<file path="config.mk">
export PLATFORM = sky130hd
export DESIGN_NAME = sram_axi_slave
export DESIGN_NICKNAME = d
export VERILOG_FILES = /design/src/rtl/axi_pkg.sv /design/src/rtl/sram_axi_slave.sv
export SDC_FILE = /design/constraint.sdc
export NUM_CORES = 1
export LEC_CHECK = 0
export BUFFER_PORTS_ARGS = -buffer_cell sky130_fd_sc_hd__buf_2
export CAP_MARGIN = 20
export CELL_PAD_IN_SITES_DETAIL_PLACEMENT = 0
export CELL_PAD_IN_SITES_GLOBAL_PLACEMENT = 2
export CORE_ASPECT_RATIO = 1.25
export CORE_MARGIN = 5
export CORE_UTILIZATION = 21
export DETAILED_ROUTE_END_ITERATION = 12
export PLACE_DENSITY = 0.87
export SYNTH_ARGS = -nofsm -noshare
export SYNTH_HDL_FRONTEND = slang
export SYNTH_SLANG_ARGS = --single-unit
</file>
<file path="constraint.sdc">
create_clock -name SRAM_CLK_i -period 2.8 [get_ports SRAM_CLK_i]
set_input_delay 0.56 -clock SRAM_CLK_i [delete_from_list [all_inputs] [get_ports SRAM_CLK_i]]
set_output_delay 0.56 -clock SRAM_CLK_i [all_outputs]
set_load 0.05 [all_outputs]
</file>
<file path="src/rtl/axi_pkg.sv">
// Shared AXI constants and the state type of the SRAM slave wrapper.
package axi_pkg;

    localparam int AXI_ID_BITS   = 4;
    localparam int AXI_IDS_BITS  = 8;
    localparam int AXI_ADDR_BITS = 32;
    localparam int AXI_DATA_BITS = 32;
    localparam int AXI_LEN_BITS  = 4;
    localparam int AXI_SIZE_BITS = 3;
    localparam int AXI_STRB_BITS = 4;

    localparam logic [1:0] RESP_OKAY   = 2'b00;
    localparam logic [1:0] RESP_SLVERR = 2'b10;
    localparam logic [1:0] BURST_INCR  = 2'b01;

    typedef enum logic [2:0] {
        S_IDLE,
        S_R_FETCH,
        S_R_DATA,
        S_W_DATA,
        S_W_RESP
    } sram_slv_state_e;

endpackage

</file>
<file path="src/rtl/sram_axi_slave.sv">
// AXI4 slave that turns AR/R and AW/W/B bursts into word accesses on a
// synchronous single-port SRAM macro.
module sram_axi_slave
    import axi_pkg::*;
#(
    parameter int SRAM_AW = 14,
    parameter int DATA_W  = AXI_DATA_BITS,
    parameter int IDS_W   = AXI_IDS_BITS
) (
    input  logic                SRAM_CLK_i,
    input  logic                SRAM_RST_i,
    input  logic [IDS_W-1:0]    ARID_i,
    input  logic [31:0]         ARADDR_i,
    input  logic [3:0]          ARLEN_i,
    input  logic [2:0]          ARSIZE_i,
    input  logic [1:0]          ARBURST_i,
    input  logic                ARVALID_i,
    output logic                ARREADY_o,
    output logic [IDS_W-1:0]    RID_o,
    output logic [DATA_W-1:0]   RDATA_o,
    output logic [1:0]          RRESP_o,
    output logic                RLAST_o,
    output logic                RVALID_o,
    input  logic                RREADY_i,
    input  logic [IDS_W-1:0]    AWID_i,
    input  logic [31:0]         AWADDR_i,
    input  logic [3:0]          AWLEN_i,
    input  logic [2:0]          AWSIZE_i,
    input  logic [1:0]          AWBURST_i,
    input  logic                AWVALID_i,
    output logic                AWREADY_o,
    input  logic [DATA_W-1:0]   WDATA_i,
    input  logic [DATA_W/8-1:0] WSTRB_i,
    input  logic                WLAST_i,
    input  logic                WVALID_i,
    output logic                WREADY_o,
    output logic [IDS_W-1:0]    BID_o,
    output logic [1:0]          BRESP_o,
    output logic                BVALID_o,
    input  logic                BREADY_i,
    output logic                CEB_o,
    output logic                WEB_o,
    output logic [DATA_W-1:0]   BWEB_o,
    output logic [SRAM_AW-1:0]  A_o,
    output logic [DATA_W-1:0]   DI_o,
    input  logic [DATA_W-1:0]   DO_i
);

    sram_slv_state_e    state_reg, state_next;
    logic [IDS_W-1:0]   id_reg, id_next;
    logic [SRAM_AW-1:0] addr_reg, addr_next;
    logic [3:0]         len_reg, len_next;
    logic [3:0]         cnt_reg, cnt_next;
    logic               first_reg, first_next;
    logic [DATA_W-1:0]  rdata_reg;

    logic arready, awready, wready, rvalid, bvalid, rlast;
    logic access, write, run;

    // Size/burst and the address bits outside the SRAM window carry no meaning here.
    logic unused_bits;
    assign unused_bits = ^{ARSIZE_i, ARBURST_i, AWSIZE_i, AWBURST_i,
                           ARADDR_i[31:SRAM_AW+2], ARADDR_i[1:0],
                           AWADDR_i[31:SRAM_AW+2], AWADDR_i[1:0]};

    always_ff @(posedge SRAM_CLK_i) begin
        if (SRAM_RST_i) begin
            state_reg <= S_IDLE;
            id_reg    <= '0;
            addr_reg  <= '0;
            len_reg   <= '0;
            cnt_reg   <= '0;
            first_reg <= 1'b0;
            rdata_reg <= '0;
        end else begin
            state_reg <= state_next;
            id_reg    <= id_next;
            addr_reg  <= addr_next;
            len_reg   <= len_next;
            cnt_reg   <= cnt_next;
            first_reg <= first_next;
            if (first_reg) begin
                rdata_reg <= DO_i;
            end
        end
    end

    always_comb begin
        state_next = state_reg;
        id_next    = id_reg;
        addr_next  = addr_reg;
        len_next   = len_reg;
        cnt_next   = cnt_reg;
        first_next = 1'b0;
        arready    = 1'b0;
        awready    = 1'b0;
        wready     = 1'b0;
        rvalid     = 1'b0;
        bvalid     = 1'b0;
        rlast      = 1'b0;
        access     = 1'b0;
        write      = 1'b0;
        case (state_reg)
            S_IDLE: begin
                awready = 1'b1;
                arready = ~AWVALID_i;
                if (AWVALID_i) begin
                    id_next    = AWID_i;
                    addr_next  = AWADDR_i[SRAM_AW+1:2];
                    len_next   = AWLEN_i;
                    cnt_next   = '0;
                    state_next = S_W_DATA;
                end else if (ARVALID_i) begin
                    id_next    = ARID_i;
                    addr_next  = ARADDR_i[SRAM_AW+1:2];
                    len_next   = ARLEN_i;
                    cnt_next   = '0;
                    state_next = S_R_FETCH;
                end
            end
            S_R_FETCH: begin
                access     = 1'b1;
                first_next = 1'b1;
                state_next = S_R_DATA;
            end
            S_R_DATA: begin
                rvalid = 1'b1;
                rlast  = (cnt_reg == len_reg);
                if (RREADY_i) begin
                    if (rlast) begin
                        state_next = S_IDLE;
                    end else begin
                        addr_next  = addr_reg + 1'b1;
                        cnt_next   = cnt_reg + 4'd1;
                        state_next = S_R_FETCH;
                    end
                end
            end
            S_W_DATA: begin
                wready = 1'b1;
                if (WVALID_i) begin
                    access    = 1'b1;
                    write     = 1'b1;
                    addr_next = addr_reg + 1'b1;
                    cnt_next  = cnt_reg + 4'd1;
                    if (WLAST_i) begin
                        state_next = S_W_RESP;
                    end
                end
            end
            S_W_RESP: begin
                bvalid = 1'b1;
                if (BREADY_i) begin
                    state_next = S_IDLE;
                end
            end
            default: state_next = S_IDLE;
        endcase
    end

    // While reset is held nothing handshakes and the macro is left untouched.
    assign run       = ~SRAM_RST_i;
    assign ARREADY_o = arready & run;
    assign AWREADY_o = awready & run;
    assign WREADY_o  = wready & run;
    assign RVALID_o  = rvalid & run;
    assign BVALID_o  = bvalid & run;
    assign RLAST_o   = rlast & run;
    assign RID_o     = id_reg;
    assign BID_o     = id_reg;
    assign RRESP_o   = RESP_OKAY;
    assign BRESP_o   = RESP_OKAY;
    assign CEB_o     = ~(access & run);
    assign WEB_o     = ~(write & run);
    assign A_o       = addr_reg;
    assign DI_o      = (write & run) ? WDATA_i : '0;
    // First R_DATA cycle shows the macro output directly; later cycles hold the capture.
    assign RDATA_o   = first_reg ? DO_i : rdata_reg;

    generate
        for (genvar gi = 0; gi < DATA_W / 8; gi++) begin : g_bweb
            assign BWEB_o[gi*8 +: 8] = {8{~(write & run & WSTRB_i[gi])}};
        end
    endgenerate

endmodule

</file>
-- Yosys cells after proc, flatten, opt, wreduce, memory -nomap -nowiden
Cells that the tools add are included.
- bits in registers: 66
- bits of input ports: 174
- output and inout bits: 138
- logic and storage cells: 82
- add/subtract/negate cells: 2
- eq/ne operators: 11
- mux-type cells: 36
- bitwise logic cells: 20
- reduce and logical (&&, ||, !) cells: 6
- operators with widths (operator ; number):
    2-to-1 mux 14 bit ; 5
    2-to-1 mux 32 bit ; 2
    one-hot mux 14 bit (3 select lines) ; 1
    2-to-1 mux 4 bit ; 7
    2-to-1 mux 3 bit ; 6
    2-to-1 mux 8 bit ; 2
    one-hot mux 3 bit (5 select lines) ; 1
    adder 14 x 1 -> 14 bit, second input constant ; 1
    bitwise AND 1 bit ; 12
    one-hot mux 4 bit (3 select lines) ; 1
    2-to-1 mux 1 bit ; 10
    inequality test 2 bit, second input constant ; 5
    AND reduction 5 bit ; 2
    inverter 1 bit ; 8
    equality test 3 x 2 -> 1 bit, second input constant ; 2
    adder 4 x 1 -> 4 bit, second input constant ; 1
    equality test 4 bit ; 1
    equality test 3 x 1 -> 1 bit, second input constant ; 1
    equality test 3 bit, second input constant ; 1
    zero test 3 bit ; 1
    inequality test 3 bit, second input constant ; 1
    nonzero test 3 bit ; 1
    one-hot mux 1 bit (2 select lines) ; 1
    AND reduction 2 bit ; 1
    nonzero test 2 bit ; 1

-- Longest topological paths before layout
Gate-level depths: netlist (run 1).
- depth after elaboration: 5
- mapped depth: 7
- mapped depth without buffers: 6

-- Least setup slack after synthesis (run 1)
Ideal clock, no wire load.
- path kind: input port to output port
- start: input SRAM_RST_i
- end: output ARREADY_o
- arrival time: 3.100 ns
- slack: -0.860 ns
- cell stages on the path: 3
- path buffers: 1
- cells stage by stage: clkbuf_1 -> nor4_1 -> nor2b_1
- word-level cells in the longest chain between the ends: 2
- RTL lines (what ; line ; text):
    start: declaration ; sram_axi_slave.sv:11 ; input logic SRAM_RST_i,
    inverter 1 bit ; sram_axi_slave.sv:162 ; assign run = ~SRAM_RST_i;
    bitwise AND 1 bit ; sram_axi_slave.sv:163 ; assign ARREADY_o = arready & run;
    end: declaration ; sram_axi_slave.sv:18 ; output logic ARREADY_o,
Every way passes these cells.

-- Worst setup path after layout (run 1)
- start: register state_reg[1]
- end: output CEB_o
- word-level cells in the longest chain between the ends: 4
- RTL lines (what ; line ; text):
    start: declaration ; sram_axi_slave.sv:49 ; sram_slv_state_e state_reg, state_next;
    start signal: assignment ; sram_axi_slave.sv:76 ; state_reg <= state_next;
    equality test 3 x 2 -> 1 bit / equality test 3 x 1 -> 1 bit (equally long branches) ; sram_axi_slave.sv:103 ; case (state_reg)
    one-hot mux 1 bit (2 select lines) (*) ; sram_axi_slave.sv:103 ;
    bitwise AND 1 bit (*) ; sram_axi_slave.sv:173 ; assign CEB_o = ~(access & run);
    inverter 1 bit (*) ; sram_axi_slave.sv:173 ;
    end: declaration ; sram_axi_slave.sv:41 ; output logic CEB_o,
Mark *: on every way between the ends. The rest lies on a longest branch, timed or not.

==> results of run 1 <==
-- synthesized netlist by cell type (5+ instances only) --
master | count | area share
sky130_fd_sc_hd__and3_1 | 34 | 0.055
sky130_fd_sc_hd__a21oi_1 | 24 | 0.031
sky130_fd_sc_hd__dfxtp_1 | 66 | 0.34
sky130_fd_sc_hd__mux2_2 | 26 | 0.076
sky130_fd_sc_hd__buf_2 | 9 | 0.012
sky130_fd_sc_hd__nor3_1 | 10 | 0.013
sky130_fd_sc_hd__mux2_1 | 9 | 0.026
sky130_fd_sc_hd__clkbuf_1 | 20 | 0.019
sky130_fd_sc_hd__o21ai_1 | 12 | 0.016
sky130_fd_sc_hd__nand2_1 | 22 | 0.021
sky130_fd_sc_hd__a211oi_1 | 13 | 0.025
sky130_fd_sc_hd__mux2i_1 | 23 | 0.060
sky130_fd_sc_hd__inv_1 | 6 | 0.0058
sky130_fd_sc_hd__xnor2_1 | 5 | 0.011
sky130_fd_sc_hd__buf_4 | 41 | 0.080
sky130_fd_sc_hd__nor4_1 | 6 | 0.0097
sky130_fd_sc_hd__nand3_1 | 11 | 0.014
sky130_fd_sc_hd__and2_1 | 33 | 0.054
sky130_fd_sc_hd__nor2_1 | 30 | 0.029
-- worst min path at each step --
| stage | startpoint | endpoint | slack [ns] | depth (start not counted) |
|---|---|---|---|---|
| floorplan | cnt_reg[1] | cnt_reg[1] | 0.47 | 2 |
| detailed placement | state_reg[0] | first_reg | 0.46 | 2 |
| global route | state_reg[0] | first_reg | 0.51 | 2 |
| finish | state_reg[0] | first_reg | 0.47 | 2 |
| CTS | state_reg[0] | first_reg | 0.47 | 2 |
| global placement | state_reg[0] | first_reg | 0.45 | 2 |
-- through the flow --
step / setup WS, ns / std cells / TNS [ns] / power [mW] / utilization
after floorplan: -0.232 / 451 / -0.232 / 2.07 / -
after global placement: 0.440 / 878 / 0 / 2.37 / 0.285
after detailed placement: 0.423 / 878 / 0 / 2.38 / 0.285
after CTS: 0.289 / 894 / 0 / 3.65 / 0.303
after global routing: 0.176 / 894 / 0 / 3.77 / 0.303
final: 0.336 / 894 / 0 / 3.58 / 0.303
-- critical path, stage by stage, from the launching register on --
cell                       delay (ns)
sky130_fd_sc_hd__dfxtp_1         0.33
sky130_fd_sc_hd__buf_4           0.28
sky130_fd_sc_hd__clkinv_1        0.37
sky130_fd_sc_hd__o211ai_1        0.27
sky130_fd_sc_hd__buf_2           0.31
-- per-layer routing --
| layer | vias to the layer above | track usage | part of all wire |
|---|---|---|---|
| met1 | 1742 | 0.152 | 0.44 |
| li1 | 1956 | - | - |
| met5 | - | 0 | 0 |
| met2 | 125 | 0.200 | 0.49 |
| met4 | 0 | 0.0454 | 0.014 |
| met3 | 15 | 0.0237 | 0.049 |
-- layout make-up --
| class | count | area share |
|---|---|---|
| well taps | 228 | 0.0521 |
| clock buffers | 9 | 0.0411 |
| repair buffers | 274 | 0.261 |
| inverters | 7 | 0.00479 |
| multi-input cells | 303 | 0.381 |
| clock inverters | 7 | 0.0185 |
| flip-flops and latches | 66 | 0.241 |
-- power by group through the flow --
stage,Clock [mW],Sequential (mW),Combinational (mW)
6_report,1.24,1.11,1.23
4_1_cts,1.29,1.12,1.25
2_1_floorplan,0,1.29,0.782
3_3_place_gp,0,1.13,1.24
5_1_grt,1.32,1.13,1.32
3_5_place_dp,0,1.14,1.24
-- logic make-up (layout without fill, tap and decap cells) --
family,Yosys count,count (layout),synth area share
DFF,66,66,0.342
xor gates and xnor gates,5,5,0.0113
and+or+nand+nor,163,163,0.230
muxes,58,58,0.162
other,1,4,0.000972
buffers and inverters,82,297,0.125
adders and majority gates,2,2,0.00648
AOI/OAI and AO/OA,71,71,0.123
==> results.txt, run 1 <==
- Run status: completed
* Layout cell share with drive strength beyond 1: 0.488
- The library cells used most frequently in the layout, excluding fill and tap cells, are 260 x sky130_fd_sc_hd__buf_2, 66 x sky130_fd_sc_hd__dfxtp_1, 34 x sky130_fd_sc_hd__and3_1.
- Setup violations remaining at the end of the flow were counted as 0.
* Final-stage net count: 837
* Number of buffers inserted by post-CTS setup repair: 0
- Overall via count from detail_route: about 3,800
- Die span in y: between 150 and 200 um
- The worst register-to-register path has a setup slack of 0.59 ns.
- Post-CTS sizing: 0
* Post-synthesis sequential element count: 66
- Multi-input combinational cell area: approximately 2100 um^2
- Of the total power, the share spent switching nets is 0.391.
* Final number of hold-violating endpoints: 0
* Tightest hold margin: approximately 0.47 ns
- For the pin with the worst max-slew slack, the measured transition is just under 1 ns.
* Max Cap Violations: 0
- Power density of the placed cells: 653 nW/um^2
- Terminus of the critical flop-to-flop path: A_o[10]
* TritonCTS buffer count: 9
- Count of clock tree sinks: 66
- Measured against its own limit, the worst slew margin works out to 0.341.
* Number of input and output port buffers inserted: 261
- Average wire length per cell after detail routing: 15.3 um
- Category of the most critical setup path: reg -> out
- The most critical setup path has its endpoint at CEB_o.
* Storage cell area: 1320 um^2
* Antenna violation net count after detailed routing: 0
* Internal power: roughly 2.2 mW
* Clock power frac: 0.345
- Maximum number of pins on one net before global-route repair: 40
- The filler cells instantiated in the layout total 1,973.
- Most common cell after layout, fill and taps aside: sky130_fd_sc_hd__buf_2
- Of all flip-flops after synthesis, the portion carrying an async set or reset was 0.
- Summing all non-filler instances in the final layout gives an area of 5480 um^2.
- The number of slew-limit violations in the final report was 0.
- Overall routed net length: 13,700 um
- Iteration-0 DRC count of the detailed router: 234
- The share of the Yosys chip area taken by registers is 0.342.
* Final critical path time including I/O delays and setup: 2.46 ns
- Detailed-placement wirelength estimate: around 11,000 um
- Flip-flop count of the largest register, all copies and words added: 32
* Arrival time at the worst endpoint: between 1.5 and 2 ns
- Top achievable clock speed: 406 MHz
- Floorplan core area: 18,100 um^2
- Hold buffer count at CTS: 0
- A synthesized cell averages 8.61 um^2.
- GR Util All Layers: 0.120
- Counting cells, the worst reg-to-reg path comes to 5.
* Vias in the first global route: 3,665
- Antenna violations before repair: 0
- After clock tree synthesis, the clock-pin slew on the worst setup and hold paths is roughly 0.060 ns.
* Sequential group share of total power: 0.311
- Dividing the detail-routed via count by the number of cells gives 4.29.
- Setup repair after global routing left no endpoint under its margin.
* Worst hold path class: reg -> reg
- Worst setup skew after layout: 0.00817 ns
- For this run, the detailed router's first-pass iteration total came to 4.
- The clock tree synthesis step divided the H-tree into 3 levels.
- Worst flop-to-flop path startpoint: cnt_reg[0]
- In this run the cell area measured after placement is 5150 um^2.
- Count of unresolved DRC violations after routing: 0
- Clock tree synthesis selected as its root buffer the cell sky130_fd_sc_hd__clkbuf_16.
- The Yosys step of the flow raised 0 warnings.
* Diodes inserted: 0
- After global routing the overflow that remains totals 0.
- The synthesized netlist contains 48 unique library cells.
* Area growth syn-to-layout: 42.0%
- Kind of end point of the critical path: primary output
- In the finished design, the share of the clock period the worst path needs comes to 0.880.
- Leakage Power: 2.79 nW
- Last weighted congestion value of the routability-driven placer: ~0.8
- Initial standard-cell utilization of the core: 0.213
- Synthesized instance count: approximately 450
- Worst supply voltage drop on vdd: 0.316 mV
- TritonCTS built the clock tree.
- The most used flip-flop cell after synthesis is sky130_fd_sc_hd__dfxtp_1.
- In this run the core area contains 55 standard-cell rows.
* Net Sw Power: 1.40 mW
- For the worst setup path, the data required time is 2.24 ns.
- Beginning of the critical path: state_reg[1]
- Clock tree buffer depth: 2
- Part of the total power dissipated in combinational logic: 0.343
* First-pass GRT wire length: approximately 20,000 um
- After synthesis the cells add up to 3860 um^2.
- From left edge to right edge, the die measures 131 um.
- For the worst-skew pair, the clock arrives at the later sink with an insertion delay of 0.33 ns.
- Number of synthesized flops with an enable pin: 0
- Critical path startpoint category: flip-flop
- 312 I/O pins were placed.
- In this run the worst path has a maximum fanout of 20.
- Die Footprint: approximately 21,000 um^2
No activity file was read; power rests on OpenSTA's default activity.
==> inputs of run 2 (changes only) <==
BUFFER_PORTS_ARGS = -buffer_cell sky130_fd_sc_hd__buf_4   (was -buffer_cell sky130_fd_sc_hd__buf_2)
==> results.txt, run 2 (synthesized netlist as in run 1, its figures left out) <==
- Max FO, Critical Path: 13 (-35%)
- Category of the most critical setup path: reg -> out
* Die Span X: 131 um (unchanged)
* Final number of hold-violating endpoints: 0 (unchanged)
- The wire length per cell came to 16.0 um (+4.7%).
- Clock tree from TritonCTS: built
* Number of buffers inserted by post-CTS setup repair: 0 (unchanged)
* Terminus of the critical flop-to-flop path: A_o[4]
* R2R Setup Slk: 0.65 ns (+0.06 ns)
* Post-CTS sizing: 0 (unchanged)
* Post-detailed-route via-to-cell ratio: 4.35 (+1.4%)
* Setup repair after global routing missed its margin: false
* Clock tree buffer depth: 2 (unchanged)
- STA classifies the critical path startpoint as a flip-flop.
* Transition time at the pin with the least slew margin: 1.03 ns (+0.0363 ns)
- The worst slack on hold paths is 0.502 ns (+0.0271 ns).
- Worst path required time: 2.24 ns (about the same)
* Number of input and output port buffers inserted: 261 (unchanged)
* Number of instances in the placed design: 879 (+0.11%)
* Die span in y: 162 um (unchanged)
* Final cell count without fillers: 895 (+0.11%)
* Util after Layout: 0.336 (+0.0330)
- Detailed-placement wirelength estimate: 11,100 um (+6.1%)
- Hold buffer count at CTS: 0 (unchanged)
- Tcrit/Tclk final: 0.924 (+0.0435)
- Antenna violation net count after detailed routing: 0 (unchanged)
* Antenna violations before repair: 0 (unchanged)
- The startpoint identified for the worst hold timing path is A_o[13].
- The tightest min-delay check is of the reg -> reg type.
- The number of standard-cell rows in the floorplan was 55 (unchanged).
- The global-route congestion overflow total was 0 (unchanged).
- The pin count of the biggest net entering global routing came to 40 (unchanged).
- The number of violations of the max-capacitance limit was 0 (unchanged).
* Layout cell share with drive strength beyond 1: 0.487 (-0.000732)
- The violation count after the first detailed-route iteration came to 168 (-28%).
- The wire length after detailed routing was 14,300 um (+4.8%).
- The clock input transition at the sequential cells of the worst setup and hold paths came to 0.06 ns (about the same).
- Count of unresolved DRC violations after routing: 0 (unchanged)
* Final critical path time including I/O delays and setup: 2.59 ns (+0.122 ns)
- Clock insertion delay at the later pin of the skew report: 0.33 ns (about the same)
- Total Neg Setup Slack: 0 ns (unchanged)
- Final-stage net count: 838 (+0.12%)
- Most common cell after layout, fill and taps aside: sky130_fd_sc_hd__buf_4
* Floorplan core area: 18,100 um^2 (unchanged)
* Highest-count cells in the layout ignoring fill and taps: 275 x sky130_fd_sc_hd__buf_4, 66 x sky130_fd_sc_hd__dfxtp_1, 34 x sky130_fd_sc_hd__and3_1
- The global-route usage over all layers came to 0.127 (+0.00758).
- The instance area after placement is 5790 um^2 (+12%).
* Worst hold path stage count: 2 (unchanged)
* IO Count: 312 (unchanged)
- Area growth syn-to-layout: 57.5%
- H-tree depth: 3 (unchanged)
- Number of max-slew violations in the final report: 0 (unchanged)
* Diodes inserted: 0 (unchanged)
* Overall via count from detail_route: 3,897 (+1.5%)
* Kind of end point of the critical path: primary output
- TritonCTS buffer count: 9 (unchanged)
- The number of sinks driven by the clock tree is 66 (unchanged).
- Finished layout cell area: 6080 um^2 (+11%)
* Hold path endpoint: A_o[13]
- The worst register-to-register path begins at state_reg[1].
- Total power draw: 3.59 mW (+0.18%)
- Power density of the placed cells: 590 nW/um^2 (-9.7%)
- Setup slack of the critical path after layout: 0.214 ns (-0.122 ns)
- Leakage Power: 2.95 nW (+5.6%)
- The count of endpoints failing setup in the final report is 0 (unchanged).
- The clock skew was 0.00673 ns (-0.00144 ns).
* First-pass GRT wire length: 21,900 um (+6.6%)
- Vias in the first global route: 3,813 (+4.0%)
- Detailed Routing Iterations Pass 1: 4 (unchanged)
- Beginning of the critical path: state_reg[1]
* Initial standard-cell utilization of the core: 0.213 (unchanged)
- The upper clock frequency limit was 387 MHz (-4.7%).
- Die Footprint: 21,200 um^2 (unchanged)
- Worst supply voltage drop on vdd: 0.262 mV (-17%)
* Flip-flop count of the largest register, all copies and words added: 32 (unchanged)
- Normalized max-slew margin: 0.316 (-0.0241)
- The post-place setup slack is 0.242 ns (-0.180 ns).
- In this run the clock root is driven by a sky130_fd_sc_hd__clkbuf_16.
- Run status: completed
- The data arrival time of the critical path was 2.03 ns (+0.13 ns).
* Last weighted congestion value of the routability-driven placer: 0.750 (-6.6%)
- Count of cells along the worst register-to-register path: 7 (+2)
-- run 2: cell count changes in the layout (fill, tap and decap cells not counted), moves of 2 or more --
cell                       previous run  this run
sky130_fd_sc_hd__buf_12               2         0
sky130_fd_sc_hd__clkbuf_1             0         2
sky130_fd_sc_hd__buf_2              260         0
sky130_fd_sc_hd__clkinv_2             0         2
sky130_fd_sc_hd__clkinv_4             2         0
sky130_fd_sc_hd__buf_4               12       275
-- run 2: per-layer routing --
metal / vias to the layer above / wire (um) / track usage
li1: 1956 / - / -
met1: 1786 / 6270 / 0.160
met2: 128 / 7090 / 0.211
met3: 27 / 547 / 0.0234
met4: 0 / 403 / 0.0591
met5: - / 0 / 0
-- run 2: final cells by class --
type | instances | area [um^2]
Timing Repair Buffer | 275 | 2060
Tap cell | 228 | 285
Clock inverter | 5 | 55.1
Fill cell | 1946 | 12000
Inverter | 7 | 26.3
Multi-Input combinational cell | 303 | 2090
Sequential cell | 66 | 1320
Clock buffer | 11 | 233
-- run 2: how the worst max path moves through the flow --
| stage | end | slack (ns) | cells past startpoint |
|---|---|---|---|
| floorplan | ARREADY_o | -0.23 | 3 |
| global placement | BWEB_o[2] | 0.29 | 7 |
| detailed placement | BWEB_o[2] | 0.24 | 7 |
| CTS | BWEB_o[2] | 0.10 | 5 |
| global route | BWEB_o[5] | 0.06 | 5 |
| finish | CEB_o | 0.21 | 4 |
-- run 2: critical path, cell delays in order, from the launching register on --
cell	delay [ns]
sky130_fd_sc_hd__dfxtp_1	0.50
sky130_fd_sc_hd__buf_4	0.30
sky130_fd_sc_hd__clkinv_1	0.36
sky130_fd_sc_hd__o211ai_1	0.29
sky130_fd_sc_hd__buf_4	0.24
-- run 2: where the power goes --
group          total (mW)  internal, mW  switching [mW]
Clock                1.10         0.686           0.417
Sequential           1.13          1.03          0.0955
Combinational        1.35         0.490           0.864
Total                3.59          2.21            1.38
